### src/rtl/serial_alu_ctrl.sv
// Bit-serial ALU controller: LSB-first ripple through one full-adder slice per cycle.
// Optional overflow flag output is compiled in when SERIAL_ALU_OVF_EN is defined.
module serial_alu_ctrl #(
  parameter int WIDTH = 8
) (
  input  logic             clk,
  input  logic             rst_n,
  input  logic             start,
  input  logic [WIDTH-1:0] a,
  input  logic [WIDTH-1:0] b,
  input  logic             M,
  input  logic             S1,
  input  logic             S0,
  output logic [WIDTH-1:0] result,
  output logic             cout,
  output logic             zero,
  output logic             busy,
  output logic             done,
`ifdef SERIAL_ALU_OVF_EN
  output logic             ovf,
`endif
  output logic [1:0]       dbg_state
);

  localparam int CW = (WIDTH > 1) ? $clog2(WIDTH) : 1;
  localparam logic [CW-1:0] LAST = CW'(WIDTH - 1);

  typedef enum logic [1:0] {
    IDLE  = 2'd0,
    SHIFT = 2'd1,
    DONE  = 2'd2
  } state_t;

  state_t           state;
  logic [WIDTH-1:0] a_r;
  logic [WIDTH-1:0] b_r;
  logic             m_r;
  logic [1:0]       s_r;
  logic [CW-1:0]    cnt;
  logic             c;
`ifdef SERIAL_ALU_OVF_EN
  logic             c_msb;
`endif

  logic x, y, cin, sum, c_nxt;

  assign dbg_state = state;

  // One slice: logic ops pass x straight through with y and carry held at 0.
  always_comb begin
    x   = 1'b0;
    y   = 1'b0;
    cin = c;
    if (!m_r) begin
      cin = 1'b0;
      case (s_r)
        2'b00:   x = a_r[0] & b_r[0];
        2'b01:   x = a_r[0] | b_r[0];
        2'b10:   x = a_r[0] ^ b_r[0];
        default: x = ~a_r[0];
      endcase
    end else begin
      x = a_r[0];
      case (s_r)
        2'b00:   y = b_r[0];
        2'b01:   y = ~b_r[0];
        2'b10:   y = 1'b0;
        default: y = 1'b1;
      endcase
    end
    sum   = x ^ y ^ cin;
    c_nxt = (x & y) | (x & cin) | (y & cin);
  end

  // Handshake: start is taken only in IDLE and not while done is still high;
  // done pulses for one cycle after DONE, and busy is high exactly during SHIFT.
  always_ff @(posedge clk) begin
    if (!rst_n) begin
      state  <= IDLE;
      a_r    <= '0;
      b_r    <= '0;
      m_r    <= 1'b0;
      s_r    <= 2'b00;
      cnt    <= '0;
      c      <= 1'b0;
      result <= '0;
      cout   <= 1'b0;
      zero   <= 1'b0;
      busy   <= 1'b0;
      done   <= 1'b0;
`ifdef SERIAL_ALU_OVF_EN
      c_msb  <= 1'b0;
      ovf    <= 1'b0;
`endif
    end else begin
      done <= 1'b0;
      case (state)
        IDLE: begin
          if (start && !done) begin
            a_r   <= a;
            b_r   <= b;
            m_r   <= M;
            s_r   <= {S1, S0};
            cnt   <= '0;
            c     <= M & (S1 ^ S0);
            busy  <= 1'b1;
            state <= SHIFT;
          end
        end
        SHIFT: begin
          result <= {sum, result[WIDTH-1:1]};
          a_r    <= a_r >> 1;
          b_r    <= b_r >> 1;
          c      <= c_nxt;
          cnt    <= cnt + 1'b1;
          if (cnt == LAST) begin
            busy  <= 1'b0;
`ifdef SERIAL_ALU_OVF_EN
            c_msb <= cin;
`endif
            state <= DONE;
          end
        end
        DONE: begin
          done  <= 1'b1;
          cout  <= c;
          zero  <= (result == '0);
`ifdef SERIAL_ALU_OVF_EN
          ovf   <= m_r & (c_msb ^ c);
`endif
          state <= IDLE;
        end
        default: state <= IDLE;
      endcase
    end
  end

endmodule

### config.mk
export PLATFORM = sky130hd
export DESIGN_NAME = serial_alu_ctrl
export DESIGN_NICKNAME = d
export VERILOG_FILES = /design/src/rtl/serial_alu_ctrl.sv
export SDC_FILE = /design/constraint.sdc
export NUM_CORES = 1
export LEC_CHECK = 0
export BUFFER_PORTS_ARGS = -buffer_cell sky130_fd_sc_hd__clkbuf_2
export CAP_MARGIN = 20
export CORE_UTILIZATION = 40
export CTS_BUF_LIST = sky130_fd_sc_hd__clkbuf_8 sky130_fd_sc_hd__clkbuf_16
export CTS_CLUSTER_SIZE = 8
export DETAILED_ROUTE_END_ITERATION = 12
export PLACE_DENSITY = 0.63
export SLEW_MARGIN = 20
export SYNTH_ARGS = -nofsm -noshare
export SYNTH_HDL_FRONTEND = slang
export SYNTH_SLANG_ARGS = --single-unit
### constraint.sdc
create_clock -name clk -period 5.8 [get_ports clk]
set_input_delay 0.58 -clock clk [delete_from_list [all_inputs] [get_ports clk]]
set_output_delay 0.58 -clock clk [all_outputs]
set_load 0.02 [all_outputs]
==> results of run 1 <==
==> synth_stat cells <==
cell type / n
nor4b_2: 1
mux2i_1: 1
ha_1: 4
nor2b_1: 2
a21oi_1: 20
or4b_4: 1
fa_1: 1
buf_2: 10
nand3_1: 7
a2111oi_0: 1
nor3_1: 14
a21boi_0: 1
a221oi_1: 1
nor2_1: 1
o2bb2ai_1: 1
nor4_1: 2
nand2b_1: 3
o21ai_0: 3
xor2_1: 1
clkbuf_1: 3
buf_6: 1
a32oi_1: 1
or3_1: 1
clkinv_1: 1
and3_1: 1
nand2_1: 54
nand2_4: 1
a311oi_1: 14
and2b_1: 1
dfxtp_1: 37
clkbuf_8: 1
and2_1: 3
inv_1: 3
==> final cells by class <==
cell class              count  area share, %
multi-input cells         141           42.3
repair buffers             38           10.4
clock inverters             3          0.725
well taps                  48           3.16
flip-flops and latches     37           39.0
clock buffers               5           3.62
inverters                   4          0.791
==> logic make-up after synthesis <==
group,after synthesis
muxes,1
and+or+nand+nor,92
DFF,37
xor gates and xnor gates,1
AOI/OAI and AO/OA,42
adders and majority gates,5
buffers and inverters,19
==> where the power goes <==
group	switching, mW	leakage (nW)	internal [mW]
Combinational	0.0464	0.421	0.0304
Clock	0.0873	0.0491	0.0814
Sequential	0.0110	0.303	0.270
Total	0.145	0.773	0.382
==> worst max-delay path, cell delays in order (launching register included) <==
cell	delay (ns)
dfxtp_1	0.38
inv_1	0.09
ha_1	0.28
a2111oi_0	0.39
a221oi_1	0.12
fa_1	0.43
a32oi_1	0.17
a21oi_1	0.08
==> state kept, by name, summed over array words and instances, names as in the netlist <==
name	cells
c	1
result	8
cout	1
zero	1
busy	1
done	1
dbg_state	2
m_r	1
s_r	2
a_r	8
cnt	3
b_r	8
==> worst max path at each step <==
stage	cells after the start	endpoint	slack, ns	start
finish	7	c$_SDFFE_PN0P_	3.71	a_r[0]$_SDFFE_PN0P_
global route	7	c$_SDFFE_PN0P_	3.49	a_r[0]$_SDFFE_PN0P_
CTS	7	c$_SDFFE_PN0P_	3.70	a_r[0]$_SDFFE_PN0P_
detailed placement	7	c$_SDFFE_PN0P_	3.70	a_r[0]$_SDFFE_PN0P_
global placement	7	c$_SDFFE_PN0P_	3.75	a_r[0]$_SDFFE_PN0P_
floorplan	7	c$_SDFFE_PN0P_	3.85	a_r[0]$_SDFFE_PN0P_
==> through the flow <==
| step | worst slack, ns | hold slack [ns] | area [um2] | util (%) | power (mW) |
|---|---|---|---|---|---|
| 6_report | 3.71 | 0.469 | 1900 | 50.0 | 0.527 |
| 4_1_cts | 3.70 | 0.471 | 1900 | 50.0 | 0.533 |
| 2_1_floorplan | 3.85 | 0.447 | 1650 | - | 0.345 |
| 3_3_place_gp | 3.75 | 0.458 | 1820 | 47.8 | 0.363 |
| 3_5_place_dp | 3.70 | 0.460 | 1820 | 47.8 | 0.364 |
| 5_1_grt | 3.49 | 0.501 | 1900 | 50.0 | 0.554 |
==> routing by layer <==
| layer | up-vias | track usage [%] |
|---|---|---|
| li1 | 745 | - |
| met1 | 644 | 24.6 |
| met2 | 23 | 27.3 |
| met3 | 4 | 4.83 |
| met4 | 0 | 5.59 |
| met5 | - | 0 |
==> impl_metrics.sql, run 1 <==
INSERT INTO impl_metrics (metric_group, metric, value, unit) VALUES
('route', 'detail_route.wl_per_cell', '12.7', 'um'),
('layout', 'layout-drive-gt1-share', '21.1', '%'),
('placement', 'dp_cell_count', '268', ''),
('worst_setup_path', 'crit_path_max_fanout', '4', ''),
('floorplan', 'chipWidth', '66.1', 'um'),
('layout', 'multi_input_comb_area', '803', 'um2'),
('worst_hold_path', 'min-delay-path-class', 'reg2reg', ''),
('global_route', 'grt_antenna_before_repair', '0', ''),
('logic_synthesis', 'synthCells', '197', ''),
('worst_setup_path', 'worstSetupEndpointType', 'flop', ''),
('timing', 'final_min_period_over_clock_period', '36.1', '%'),
('route', 'detail_route.drc_violations', '0', ''),
('global_route', 'grt_pass1_wl', '6030', 'um'),
('logic_synthesis', 'yosys-mux-area-fraction', '0.608', '%'),
('logic_synthesis', 'synth-compound-area-share', '17.0', '%'),
('route', 'detailedRoute.firstPassIterationCount', '4', ''),
('power_and_ir_drop', 'power.density_cell_area', '277', 'mW/mm2'),
('global_route', 'total_routing_resource_utilization_after_global_routing', '18.0', '%'),
('logic_synthesis', 'dominant_combinational_cell_family_by_area_after_synthesis', 'simple AND/OR/NAND/NOR gates', ''),
('worst_setup_path', 'arrival', '2.24', 'ns'),
('placement', 'place.gp.congestion', '0.778', ''),
('logic_synthesis', 'synthDominantCellAreaShare', '45.0', '%'),
('logic_synthesis', 'avgSynthCellArea', '8.35', 'um2'),
('worst_setup_path', 'worst_setup_path_start_kind', 'flop', ''),
('clocking', 'tritoncts_num_sinks', '37', ''),
('layout', 'insertedDiodeCount', '0', ''),
('logic_synthesis', 'count_of_distinct_cell_types_in_the_synthesized_netlist', '33', ''),
('global_route', 'grt_overflow', '0', ''),
('worst_setup_path', 'worst-r2r-setup-slack', '3.71', 'ns'),
('timing', 'period_needed', '2.09', 'ns'),
('layout', 'layout.cells.non_filler', '276', ''),
('worst_hold_path', 'holdCritStartpoint', 'cnt[1]$_SDFFE_PN0P_', ''),
('layout', 'filler_cell_count', '380', ''),
('route', 'route.antenna.remaining_nets', '0', ''),
('status', 'outcome', 'finished, final reports clean', ''),
('worst_setup_path', 'worstReg2RegStart', 'a_r[0]$_SDFFE_PN0P_', ''),
('logic_synthesis', 'synthSimpleGateAreaFrac', '26.4', '%'),
('floorplan', 'die_area', '0.00437', 'mm2'),
('timing', 'timing.final.max_slew_violations', '0', ''),
('worst_hold_path', 'min_delay_worst_endpoint', 'cnt[1]$_SDFFE_PN0P_', ''),
('logic_synthesis', 'yosys_register_bits', '37', ''),
('layout', 'sequential_cell_area', '741', 'um2'),
('clocking', 'cts_buffer_depth', '2', ''),
('worst_setup_path', 'r2r.worst_path.cells', '7', ''),
('timing', 'worst_pin_slew', '0.941', 'ns'),
('clocking', 'cts_buffers', '5', ''),
('worst_setup_path', 'worstReg2RegEnd', 'c$_SDFFE_PN0P_', ''),
('timing', 'rsz0062_at_grt', 'false', ''),
('worst_setup_path', 'required', '5.94', 'ns'),
('route', 'first_iter_violations', '101', ''),
('layout', 'most-common-layout-cells', '54 x nand2_1, 37 x dfxtp_1, 35 x clkbuf_2', ''),
('clocking', 'clkSlewWorstSetupHoldPaths', '0.07', 'ns'),
('logic_synthesis', 'synth.largest_area_cell', 'dfxtp_1', ''),
('power_and_ir_drop', 'vdd_drop_max', '0.157', 'mV'),
('timing', 'fin_setup_tns', '0', 'ns'),
('route', 'route.detailed.vias_per_inst', '5.13', ''),
('floorplan', 'start_util', '43.3', '%'),
('timing', 'maximum_clock_frequency', '478', 'MHz'),
('logic_synthesis', 'synth_warnings', '0', ''),
('layout', 'area_growth_syn_to_layout', '15.4', '%'),
('power_and_ir_drop', 'p_leak', '0.773', 'nW'),
('clocking', 'postCtsResizedCells', '0', ''),
('route', 'routed_vias', '1416', ''),
('layout', 'mostFrequentLayoutCell', 'nand2_1', ''),
('floorplan', 'num_io_pins', '36', ''),
('clocking', 'clkLatencyLatePin', '0.29', 'ns'),
('run', 'cap_violations', '0', ''),
('logic_synthesis', 'synthAdderAreaFrac', '4.26', '%'),
('placement', 'portBuffers', '35', ''),
('clocking', 'clock_tree.htree_level_count', '2', ''),
('floorplan', 'site_row_count', '22', '');
No activity file was read; power rests on OpenSTA's default activity.
==> inputs of run 2 (changes only) <==
Settings changed: PLACE_DENSITY 0.63 to 0.65.
Clock period 5.8 ns to 1.7 ns, I/O delays scaled along.
==> run 2 against run 1 <==
Net effect:
- the run now ends with negative setup slack left
- flip-flop and latch count is the same
- via count grew 4.5%
- largest cell class unchanged
- clock skew grew 0.0023 ns
==> impl_metrics.sql, run 2 (synthesized netlist as in run 1, its figures left out) <==
INSERT INTO impl_metrics (metric_group, metric, value, unit) VALUES
('layout', 'area_growth_syn_to_layout', '24.8', '%'),
('layout', 'layout-drive-gt1-share', '29.2', '%'),
('layout', 'layout.cells.non_filler', '284', ''),
('route', 'detailedRoute.firstPassIterationCount', '4', ''),
('layout', 'multi_input_comb_area', '860', 'um2'),
('worst_setup_path', 'required', '1.93', 'ns'),
('timing', 'maximum_clock_frequency', '559', 'MHz'),
('global_route', 'grt_start_max_net_pins', '33', ''),
('layout', 'final_net_count', '262', ''),
('timing', 'worst_pin_slew', '0.322', 'ns'),
('global_route', 'grt_pass1_wl', '6190', 'um'),
('route', 'first_iter_violations', '93', ''),
('timing', 'clock_skew', '0.00634', 'ns'),
('timing', 'finalHoldViolations', '0', ''),
('route', 'detail_route.wl_per_cell', '12.8', 'um'),
('layout', 'sequential_cell_area', '743', 'um2'),
('layout', 'layout_top_registers', 'a_r: 8 flops, b_r: 8 flops, result: 8 flops', ''),
('status', 'violations', 'negative setup slack', ''),
('worst_setup_path', 'crit_path_max_fanout', '4', ''),
('floorplan', 'placeableCoreArea', '0.00380', 'mm2'),
('power_and_ir_drop', 'vdd_drop_max', '0.589', 'mV'),
('clocking', 'tritoncts', 'done', ''),
('run', 'cap_violations', '0', ''),
('clocking', 'clkSlewWorstSetupHoldPaths', '0.08', 'ns'),
('clocking', 'clock-root-buffer', 'clkbuf_8', ''),
('worst_setup_path', 'arrival', '2.01', 'ns'),
('floorplan', 'site_row_count', '22', ''),
('timing', 'timing.final.max_slew_violations', '0', ''),
('timing', 'finalWorstSetupSlack', '-0.0883', 'ns'),
('floorplan', 'chipWidth', '66.1', 'um'),
('worst_setup_path', 'worst_setup_path_start_kind', 'flop', ''),
('clocking', 'clkLatencyLatePin', '0.29', 'ns'),
('route', 'routed_vias', '1480', ''),
('route', 'routed_wl', '3640', 'um'),
('power_and_ir_drop', 'p_leak', '0.827', 'nW'),
('floorplan', 'die_area', '0.00437', 'mm2'),
('placement', 'dp_cell_count', '275', ''),
('placement', 'place_hpwl', '2420', 'um'),
('clocking', 'cts_buffers', '5', ''),
('timing', 'period_needed', '1.79', 'ns'),
('worst_hold_path', 'min-delay-path-class', 'in2reg', ''),
('global_route', 'grt_antenna_before_repair', '0', ''),
('worst_setup_path', 'worstSetupEndpointType', 'flop', ''),
('route', 'detail_route.drc_violations', '0', ''),
('global_route', 'via_count_of_the_first_global_routing_pass', '1378', ''),
('clocking', 'cts.hold.buffers_added', '0', ''),
('floorplan', 'chipHeight', '66.1', 'um'),
('layout', 'filler_cell_count', '360', ''),
('timing', 'hold-worst-slack', '0.106', 'ns'),
('clocking', 'cts_buffer_depth', '2', ''),
('global_route', 'grt_overflow', '0', ''),
('floorplan', 'num_io_pins', '36', ''),
('route', 'route.detailed.vias_per_inst', '5.21', ''),
('placement', 'place.gp.congestion', '0.757', ''),
('timing', 'final_min_period_over_clock_period', '105', '%'),
('layout', 'mostFrequentLayoutCell', 'nand2_1', ''),
('timing', 'timing.final.setup_violations', '2', ''),
('floorplan', 'start_util', '43.3', '%'),
('timing', 'worst_slew_margin_rel', '78.5', '%'),
('placement', 'post-place-ws', '-0.120', 'ns'),
('timing', 'rsz0062_at_grt', 'true', ''),
('status', 'outcome', 'complete, but fails checks', ''),
('layout', 'most-common-layout-cells', '53 x nand2_1, 35 x dfxtp_1, 35 x clkbuf_2', ''),
('power_and_ir_drop', 'power.density_cell_area', '966', 'mW/mm2'),
('placement', 'portBuffers', '35', ''),
('worst_setup_path', 'crit_type', 'reg2reg', ''),
('layout', 'insertedDiodeCount', '0', ''),
('clocking', 'clock_tree.htree_level_count', '2', ''),
('route', 'route.antenna.remaining_nets', '0', ''),
('clocking', 'tritoncts_num_sinks', '37', ''),
('global_route', 'total_routing_resource_utilization_after_global_routing', '19.1', '%');
run 2: cell types whose count changed in the layout (fill, tap and decap cells not counted), sizes merged:
cell,previous run,this run
buf,3,11
clkbuf,40,42
clkinv,3,1
run 2: worst paths after layout:
check	from	to	depth (start not counted)	slack (ns)
max	a_r[0]$_SDFFE_PN0P_	result[7]$_SDFFE_PN0P_	7	-0.09
min	b[7]	b_r[7]$_SDFFE_PN0P_	3	0.11
max reg2reg	a_r[0]$_SDFFE_PN0P_	result[7]$_SDFFE_PN0P_	7	-0.09
min reg2reg	b_r[7]$_SDFFE_PN0P_	b_r[7]$_SDFFE_PN0P_	2	0.47
run 2: final cells by class:
type	instances	area share [%]
tap	48	2.93
sequential	37	36.2
clock inverter	1	0.427
timing repair buffer	46	13.2
multi-input combinational	141	41.9
clock buffer	7	4.69
inverter	4	0.731
run 2: layer usage:
| metal | track usage (%) | up-vias | part of all wire (%) |
|---|---|---|---|
| li1 | - | 764 | - |
| met3 | 5.86 | 6 | 4.6 |
| met2 | 28.7 | 30 | 44 |
| met1 | 25.6 | 680 | 50 |
| met4 | 7.18 | 0 | 1.5 |
| met5 | 0 | - | 0 |
run 2: power by group:
group	total, mW	internal [mW]	switching [mW]
Sequential	0.961	0.922	0.0397
Combinational	0.322	0.143	0.179
Clock	0.701	0.374	0.327
Total	1.98	1.44	0.545
run 2: per-stage QoR:
step | util, % | setup TNS [ns] | instance area, um2 | total power [mW]
2_1_floorplan | - | -0.0180 | 1700 | 1.20
3_3_place_gp | 50.9 | -0.0781 | 1930 | 1.29
3_5_place_dp | 50.9 | -0.175 | 1930 | 1.29
4_1_cts | 53.9 | -0.113 | 2050 | 2.00
5_1_grt | 54.1 | -0.291 | 2050 | 2.08
6_report | 54.1 | -0.107 | 2050 | 1.98
run 2: timing repair:
action                                 CTS  global route
pin swaps                                4             1
gates resized for setup                  2             3
setup endpoints to repair                2             2
endpoints found under the hold margin    0             0
buffers inserted                         1             0
run 2: critical path: stages, from the launching register on:
cell	delay [ns]
dfxtp_2	0.36
inv_2	0.06
ha_4	0.24
a2111oi_4	0.30
a221oi_2	0.08
fa_2	0.54
nand2_2	0.05
a21oi_2	0.10
